[src/rtl/fc_layer_engine_pkg.sv]
`default_nettype none
// ============================================================================
// Module      : cnn_pkg
// Description : Shared CNN types, FC state encoding and layer address map.
// Revision    : 1.0 - initial release
// ============================================================================
package cnn_pkg;

    localparam int WORD_W    = 16;
    localparam int FRAC_BITS = 8;

    typedef logic signed [WORD_W-1:0] word_t;

    typedef enum logic [2:0] {
        FC_IDLE    = 3'd0,
        FC_RD_BIAS = 3'd1,
        FC_RD_X    = 3'd2,
        FC_RD_W    = 3'd3,
        FC_MAC     = 3'd4,
        FC_WR_Y    = 3'd5,
        FC_DONE    = 3'd6
    } fc_state_e;

    // Weights start at the FC layer origin; the feature vector and biases sit just below it.
    localparam logic [15:0] FC_STARTING_ADDRESS = 16'd59716;
    localparam logic [15:0] FC_IMAGE_BASE       = 16'd59596;
    localparam logic [15:0] FC_BIAS_BASE        = 16'd59512;

endpackage
`default_nettype wire

[src/rtl/fc_layer_engine_mac.sv]
`default_nettype none
// ============================================================================
// Module      : fc_mac_unit
// Description : Registered Q-format multiply-accumulate with bias load and
//               a saturating (optionally ReLU-clamped) output word.
// Revision    : 1.0 - initial release
// ============================================================================
module fc_mac_unit #(
    parameter int DATA_W = 16,
    parameter int FRAC   = 8,
    parameter int ACC_W  = 40,
    parameter int RELU   = 1
) (
    input  logic                     clk,
    input  logic                     reset,
    input  logic                     clear,
    input  logic                     load_bias,
    input  logic signed [DATA_W-1:0] bias,
    input  logic                     acc_en,
    input  logic signed [DATA_W-1:0] x,
    input  logic signed [DATA_W-1:0] w,
    output logic signed [DATA_W-1:0] y
);

    localparam logic signed [ACC_W-1:0] c_y_max = {{(ACC_W-DATA_W+1){1'b0}}, {(DATA_W-1){1'b1}}};
    localparam logic signed [ACC_W-1:0] c_y_min = {{(ACC_W-DATA_W+1){1'b1}}, {(DATA_W-1){1'b0}}};

    logic signed [ACC_W-1:0]    r_acc;
    logic signed [2*DATA_W-1:0] w_prod;
    logic signed [ACC_W-1:0]    w_prod_ext;
    logic signed [ACC_W-1:0]    w_bias_ext;
    logic signed [ACC_W-1:0]    w_shifted;
    logic signed [DATA_W-1:0]   w_sat;

    assign w_prod     = $signed({{DATA_W{x[DATA_W-1]}}, x}) * $signed({{DATA_W{w[DATA_W-1]}}, w});
    assign w_prod_ext = {{(ACC_W-2*DATA_W){w_prod[2*DATA_W-1]}}, w_prod};
    // Bias is aligned to the product's 2*FRAC fractional bits.
    assign w_bias_ext = {{(ACC_W-DATA_W){bias[DATA_W-1]}}, bias} << FRAC;
    assign w_shifted  = r_acc >>> FRAC;

    always_ff @(posedge clk) begin
        if (reset) begin
            r_acc <= '0;
        end else if (clear) begin
            r_acc <= '0;
        end else if (load_bias) begin
            r_acc <= w_bias_ext;
        end else if (acc_en) begin
            r_acc <= r_acc + w_prod_ext;
        end
    end

    always_comb begin
        w_sat = w_shifted[DATA_W-1:0];
        if (w_shifted > c_y_max) begin
            w_sat = c_y_max[DATA_W-1:0];
        end else if (w_shifted < c_y_min) begin
            w_sat = c_y_min[DATA_W-1:0];
        end
    end

    generate
        if (RELU != 0) begin : g_relu
            assign y = w_sat[DATA_W-1] ? '0 : w_sat;
        end else begin : g_linear
            assign y = w_sat;
        end
    endgenerate

endmodule
`default_nettype wire

[src/rtl/fc_layer_engine.sv]
`default_nettype none
// ============================================================================
// Module      : fc_layer_engine
// Description : Fully connected layer sequencer; reads bias, x and W words
//               over a single-word RAM handshake and writes activated outputs.
// Revision    : 1.0 - initial release
// ============================================================================
module fc_layer_engine
    import cnn_pkg::*;
#(
    parameter int N_IN   = 120,
    parameter int N_OUT  = 84,
    parameter int DATA_W = 16,
    parameter int FRAC   = FRAC_BITS,
    parameter int ACC_W  = 40,
    parameter int RELU   = 1
) (
    input  logic              clk,
    input  logic              reset,
    input  logic              start,
    output logic              finish,
    input  logic [15:0]       x_base,
    input  logic [15:0]       w_base,
    input  logic [15:0]       b_base,
    input  logic [15:0]       y_base,
    output logic              mem_enable,
    output logic              mem_write,
    output logic [15:0]       mem_address,
    output logic [DATA_W-1:0] mem_wdata,
    input  logic [DATA_W-1:0] mem_rdata,
    input  logic              mem_finish,
    output logic              busy
);

    localparam int c_i_w = (N_IN  > 1) ? $clog2(N_IN)  : 1;
    localparam int c_o_w = (N_OUT > 1) ? $clog2(N_OUT) : 1;
    localparam logic [c_i_w-1:0] c_i_last = c_i_w'(N_IN - 1);
    localparam logic [c_o_w-1:0] c_o_last = c_o_w'(N_OUT - 1);
    localparam logic [c_i_w-1:0] c_i_one  = c_i_w'(1);
    localparam logic [c_o_w-1:0] c_o_one  = c_o_w'(1);

    fc_state_e                r_state;
    logic [c_o_w-1:0]         r_o_cnt;
    logic [c_i_w-1:0]         r_i_cnt;
    logic [15:0]              r_x_base;
    logic [15:0]              r_b_base;
    logic [15:0]              r_y_base;
    logic [15:0]              r_w_ptr;
    logic signed [DATA_W-1:0] r_x;
    logic signed [DATA_W-1:0] r_w;
    logic                     r_finish;
    logic                     r_busy;
    logic                     r_mem_enable;
    logic                     r_mem_write;
    logic [15:0]              r_mem_address;
    logic [DATA_W-1:0]        r_mem_wdata;

    logic                     w_xfer_done;
    logic                     w_load_bias;
    logic signed [DATA_W-1:0] w_y;

    assign w_xfer_done = r_mem_enable && mem_finish;
    assign w_load_bias = (r_state == FC_RD_BIAS) && w_xfer_done;

    fc_mac_unit #(
        .DATA_W (DATA_W),
        .FRAC   (FRAC),
        .ACC_W  (ACC_W),
        .RELU   (RELU)
    ) u_mac (
        .clk       (clk),
        .reset     (reset),
        .clear     (r_state == FC_IDLE),
        .load_bias (w_load_bias),
        .bias      (mem_rdata),
        .acc_en    (r_state == FC_MAC),
        .x         (r_x),
        .w         (r_w),
        .y         (w_y)
    );

    // Each RAM state raises enable on its first cycle and leaves on the
    // completion edge, which also drops enable and guarantees the idle gap.
    always_ff @(posedge clk) begin
        if (reset) begin
            r_state       <= FC_IDLE;
            r_o_cnt       <= '0;
            r_i_cnt       <= '0;
            r_x_base      <= '0;
            r_b_base      <= '0;
            r_y_base      <= '0;
            r_w_ptr       <= '0;
            r_x           <= '0;
            r_w           <= '0;
            r_finish      <= 1'b0;
            r_busy        <= 1'b0;
            r_mem_enable  <= 1'b0;
            r_mem_write   <= 1'b0;
            r_mem_address <= '0;
            r_mem_wdata   <= '0;
        end else begin
            case (r_state)
                FC_IDLE: begin
                    r_o_cnt <= '0;
                    r_i_cnt <= '0;
                    if (start) begin
                        r_x_base <= x_base;
                        r_b_base <= b_base;
                        r_y_base <= y_base;
                        r_w_ptr  <= w_base;
                        r_busy   <= 1'b1;
                        r_state  <= FC_RD_BIAS;
                    end
                end
                FC_RD_BIAS: begin
                    if (!r_mem_enable) begin
                        r_mem_enable  <= 1'b1;
                        r_mem_write   <= 1'b0;
                        r_mem_address <= r_b_base + 16'(r_o_cnt);
                    end else if (mem_finish) begin
                        r_mem_enable <= 1'b0;
                        r_i_cnt      <= '0;
                        r_state      <= FC_RD_X;
                    end
                end
                FC_RD_X: begin
                    if (!r_mem_enable) begin
                        r_mem_enable  <= 1'b1;
                        r_mem_write   <= 1'b0;
                        r_mem_address <= r_x_base + 16'(r_i_cnt);
                    end else if (mem_finish) begin
                        r_mem_enable <= 1'b0;
                        r_x          <= mem_rdata;
                        r_state      <= FC_RD_W;
                    end
                end
                FC_RD_W: begin
                    if (!r_mem_enable) begin
                        r_mem_enable  <= 1'b1;
                        r_mem_write   <= 1'b0;
                        r_mem_address <= r_w_ptr;
                    end else if (mem_finish) begin
                        r_mem_enable <= 1'b0;
                        r_w          <= mem_rdata;
                        r_w_ptr      <= r_w_ptr + 16'd1;
                        r_state      <= FC_MAC;
                    end
                end
                FC_MAC: begin
                    r_i_cnt <= r_i_cnt + c_i_one;
                    r_state <= (r_i_cnt == c_i_last) ? FC_WR_Y : FC_RD_X;
                end
                FC_WR_Y: begin
                    if (!r_mem_enable) begin
                        r_mem_enable  <= 1'b1;
                        r_mem_write   <= 1'b1;
                        r_mem_address <= r_y_base + 16'(r_o_cnt);
                        r_mem_wdata   <= w_y;
                    end else if (mem_finish) begin
                        r_mem_enable <= 1'b0;
                        r_mem_write  <= 1'b0;
                        if (r_o_cnt == c_o_last) begin
                            r_finish <= 1'b1;
                            r_busy   <= 1'b0;
                            r_state  <= FC_DONE;
                        end else begin
                            r_o_cnt <= r_o_cnt + c_o_one;
                            r_state <= FC_RD_BIAS;
                        end
                    end
                end
                FC_DONE: begin
                    if (!start) begin
                        r_finish <= 1'b0;
                        r_state  <= FC_IDLE;
                    end
                end
                default: begin
                    r_state <= FC_IDLE;
                end
            endcase
        end
    end

    assign finish      = r_finish;
    assign busy        = r_busy;
    assign mem_enable  = r_mem_enable;
    assign mem_write   = r_mem_write;
    assign mem_address = r_mem_address;
    assign mem_wdata   = r_mem_wdata;

    // w_xfer_done documents the completion condition shared by all RAM states.
    logic w_unused;
    assign w_unused = w_xfer_done;

endmodule
`default_nettype wire

[config.mk]
export PLATFORM = sky130hd
export DESIGN_NAME = fc_layer_engine
export DESIGN_NICKNAME = d
export VERILOG_FILES = /design/src/rtl/fc_layer_engine_pkg.sv /design/src/rtl/fc_layer_engine_mac.sv /design/src/rtl/fc_layer_engine.sv
export SDC_FILE = /design/constraint.sdc
export NUM_CORES = 1
export LEC_CHECK = 0
export ABC_CLOCK_PERIOD_IN_PS = 6100
export CAP_MARGIN = 15
export CORE_ASPECT_RATIO = 0.8
export CORE_MARGIN = 2
export CORE_UTILIZATION = 25
export CTS_CLUSTER_DIAMETER = 200
export DETAILED_ROUTE_END_ITERATION = 16
export SLEW_MARGIN = 0
export SYNTH_ARGS = -nofsm -noshare
export SYNTH_HDL_FRONTEND = slang
export SYNTH_SLANG_ARGS = --single-unit
[constraint.sdc]
create_clock -name clk -period 6.1 [get_ports clk]
set_input_delay 1.22 -clock clk [delete_from_list [all_inputs] [get_ports clk]]
set_output_delay 1.22 -clock clk [all_outputs]
set_load 0.01 [all_outputs]
==> flow_metrics.tcl <==
set metrics [dict create \
    cts_tree "yes" \
    r2r_cells 24 \
    fill_cells 8739 \
    vias_per_cell 4.56 \
    cp-start-kind "flop" \
    crit_end "u_mac.r_acc[39]$_SDFFE_PP0P_" \
    firstDrtPassIters 5 \
    power.density_mw_per_mm2 110 \
    clkSlewWorstSetupHoldPaths_ns 0.09 \
    fp-row-count 95 \
    num_vias 17419 \
    place_congestion 0.874 \
    initial_core_util_pct 25.1 \
    synth_area_per_cell_um2 8.48 \
    multiInputGateArea_mm2 0.0158 \
    finClkSkew_ns 0.0207 \
    max_freq_ghz 0.158 \
    endpoint_kind "flop" \
    worst_pin_slew_ns 1.12 \
    die_w_um 328 \
    synth_top_area_share_pct 31.6 \
    slowest_delay_ns 0.59 \
    reg2reg_slack_ns -0.22 \
    hold_class "reg2reg" \
    yosys-top-cells-area "fa_1 (32%), dfxtp_1 (18%), ha_1 (7.9%)" \
    rsz0062_at_grt "true" \
    drc 0 \
    p_leak_nw 11.9 \
    yosysSeqAreaShare_pct 17.9 \
    syn-num-nets 3025 \
    slew_violations 0 \
    cp_max_fo 8 \
    finalPower_mw 2.86 \
    cp_slowest_cell "fa_2" \
    clk_path_buf_depth 2 \
    ys.flop_type "dfxtp_1" \
    irDropWorstVdd_mv 0.222 \
    grt_overflow 0 \
    drt-total-wl_um 62000 \
    clkSinkCount 188 \
    grt_pass1_vias 17587 \
    ioPinCount 120 \
    r2r-end "u_mac.r_acc[39]$_SDFFE_PP0P_" \
    setup_tns_ns -0.823 \
    area_growth_pct 23.9 \
    yosys.area.top_type "fa_1" \
    fin_crit_sh_pct 104 \
    grt_pass1_wl_um 101000 \
    fin_hold_ws_ns 0.457 \
    dieArea_mm2 0.0864 \
    cts_max_level 4 \
    cp-startpoint "r_x[15]$_SDFFE_PP0P_" \
    yosysUniqueCellTypes 79 \
    slew_headroom_pct 25.2 \
    core-area_mm2 0.0837 \
    ys_async_sr_fraction_pct 0 \
    wire_per_inst_um 16.2 \
    ys_warn_count 0 \
    drive_gt1_share_pct 13.7 \
    timing.final.crit_period_ns 6.32 \
    r2r_start "r_x[15]$_SDFFE_PP0P_" \
    syn-cell-area_mm2 0.0210 \
    area.sequential_mm2 0.00381 \
    status "finished with violations" \
    required_ns 6.49 \
    antenna_found_initial 3 \
    grt_usage_pct 14.7 \
    root_buffer "clkbuf_16" \
    maxCapViolCount 0 \
    hold_viol_final 0 \
    dp_hpwl_um 49700 \
    cp_cell_sequence "buf_12 > buf_12 > nand2_4 > inv_2 > fa_2 > fa_1 > inv_4 > fa_2 > fa_1 > inv_1 > fa_1 > inv_1 > fa_1 > inv_1 > ha_1 > nand4_1 > nor2_2 > a211oi_4 > o21ai_1 > or2_4 > a211o_1 > a31oi_2 > xnor2_1 > a221oi_2" \
    syn_inst 2477 \
    grt_max_degree 79 \
    synth_edf_count 0 \
    die_h_um 263 \
    finalSetupViolCount 10 \
    drt_iter0_markers 1289 \
    violations "negative setup slack" \
    portBuffers 118 \
    critPathArrivalTime_ns 6.71 \
    cpMostUsedCell "fa_1" \
    ys_seq_elements 188 \
    num-nets-final 3240 \
    setup.worst_path.class "reg2reg" \
    clk_latency_ns 0.47 \
    drtAntennaViolNets 0 \
    cts_made_buffers 17 \
    cts_hold_buffers 0 \
    worst_slack_ns -0.218 \
]
per-stage QoR:
step	worst slack, ns	util, %	cells	cell area [µm²]
floorplan	0.0139	-	2477	21100
global route	-0.428	31.1	3820	26000
detailed placement	-0.449	29.4	3763	24600
global placement	-0.357	29.4	3763	24600
CTS	-0.121	30.8	3811	25800
finish	-0.218	31.1	3821	26000
critical path, delay by kind of cell (launching register included):
family,cells,cell delay [ns]
flip-flops,1,0.34
buffers and inverters,7,0.61
AND/OR/NAND/NOR,4,0.64
XOR/XNOR,1,0.11
adder cells (fa/ha/maj),7,3.46
AO/OA/AOI/OAI,5,1.07
cells by family after synthesis:
family	after synthesis	synth area share, %
AOI/OAI and AO/OA	402	12.3
adders and majority gates	464	39.5
muxes	13	0.619
xor gates and xnor gates	71	2.96
DFF	188	17.9
buffers and inverters	524	9.47
other	1	0.0178
and+or+nand+nor	814	17.3
routing by layer:
layer | vias to the layer above | wire length, µm | global-route usage [%] | part of all wire (%)
met1 | 8624 | 30700 | 22.7 | 50
met5 | - | 13 | 0 | 0.021
met4 | 2 | 853 | 2.53 | 1.4
met2 | 489 | 25900 | 21.3 | 42
li1 | 8253 | - | - | -
met3 | 51 | 4490 | 2.83 | 7.2
cell type report:
type                            instances  share of cell area [%]
Multi-Input combinational cell       1765                    60.8
Timing Repair Buffer                  310                    10.8
Inverter                              410                    5.93
Clock buffer                           18                    1.69
Antenna cell                            1                 0.00961
Sequential cell                       188                    14.6
Clock inverter                         14                   0.764
Tap cell                             1115                    5.36
state kept, by name, summed over array words and instances (netlist names), 15 cells and up:
| register | cells |
|---|---|
| mem_address | 16 |
| mem_wdata | 15 |
| r_b_base | 16 |
| r_w | 16 |
| r_w_ptr | 16 |
| r_x | 16 |
| r_x_base | 16 |
| r_y_base | 16 |
| u_mac.r_acc | 40 |
cell usage in the layout, fill, tap and decap left out, drive strengths merged, types with 29 or more instances in the layout:
cell	Yosys	layout
a211oi	34	34
a21oi	165	165
a22oi	29	29
and2	119	119
buf	9	193
clkdlybuf4s50	0	117
dfxtp	188	188
fa	332	332
ha	132	132
inv	410	414
nand2	428	428
nor2	149	149
o21ai	58	58
xnor2	38	38
xor2	33	33
cell usage after synthesis (4+ instances only):
master    count
a211o_1       7
a211oi_1     33
a21o_1       13
a21oi_1     164
a221oi_1      9
a22o_1        8
a22oi_1      29
a31oi_1      12
and2_1      118
and3_1       20
clkbuf_1    104
dfxtp_1     188
fa_1        332
ha_1        132
inv_1       410
mux2i_1      13
nand2_1     428
nand2b_1     10
nand3_1      23
nand3b_1      5
nand4_1       9
nor2_1      149
nor2b_1       4
nor3_1       21
nor4_1        5
o211ai_1      7
o21a_1        8
o21ai_0      56
o21bai_1      8
o22ai_1       4
o31ai_1       6
or3_1         4
xnor2_1      38
xor2_1       33
repair_timing:
| item | CTS | global route |
|---|---|---|
| setup endpoints to repair | 24 | 24 |
| setup buffers | 16 | 9 |
| pin swaps | 75 | 42 |
| resized for setup | 103 | 53 |
power breakdown:
group | switching, mW | internal [mW] | leakage, nW
Clock | 0.624 | 0.609 | 0.306
Combinational | 0.182 | 0.139 | 10.1
Sequential | 0.0387 | 1.26 | 1.54
worst min-delay path by stage:
stage	start	to	slack [ns]	depth (start not counted)
after detailed placement	r_y_base[7]$_SDFFE_PP0P_	r_y_base[7]$_SDFFE_PP0P_	0.45	2
final	r_y_base[7]$_SDFFE_PP0P_	r_y_base[7]$_SDFFE_PP0P_	0.46	2
after global routing	r_b_base[6]$_SDFFE_PP0P_	r_b_base[6]$_SDFFE_PP0P_	0.47	2
after CTS	r_y_base[7]$_SDFFE_PP0P_	r_y_base[7]$_SDFFE_PP0P_	0.46	2
after global placement	r_y_base[7]$_SDFFE_PP0P_	r_y_base[7]$_SDFFE_PP0P_	0.44	2
after floorplan	r_y_base[10]$_SDFFE_PP0P_	r_y_base[10]$_SDFFE_PP0P_	0.44	2
(Power assumes the default switching activity.)
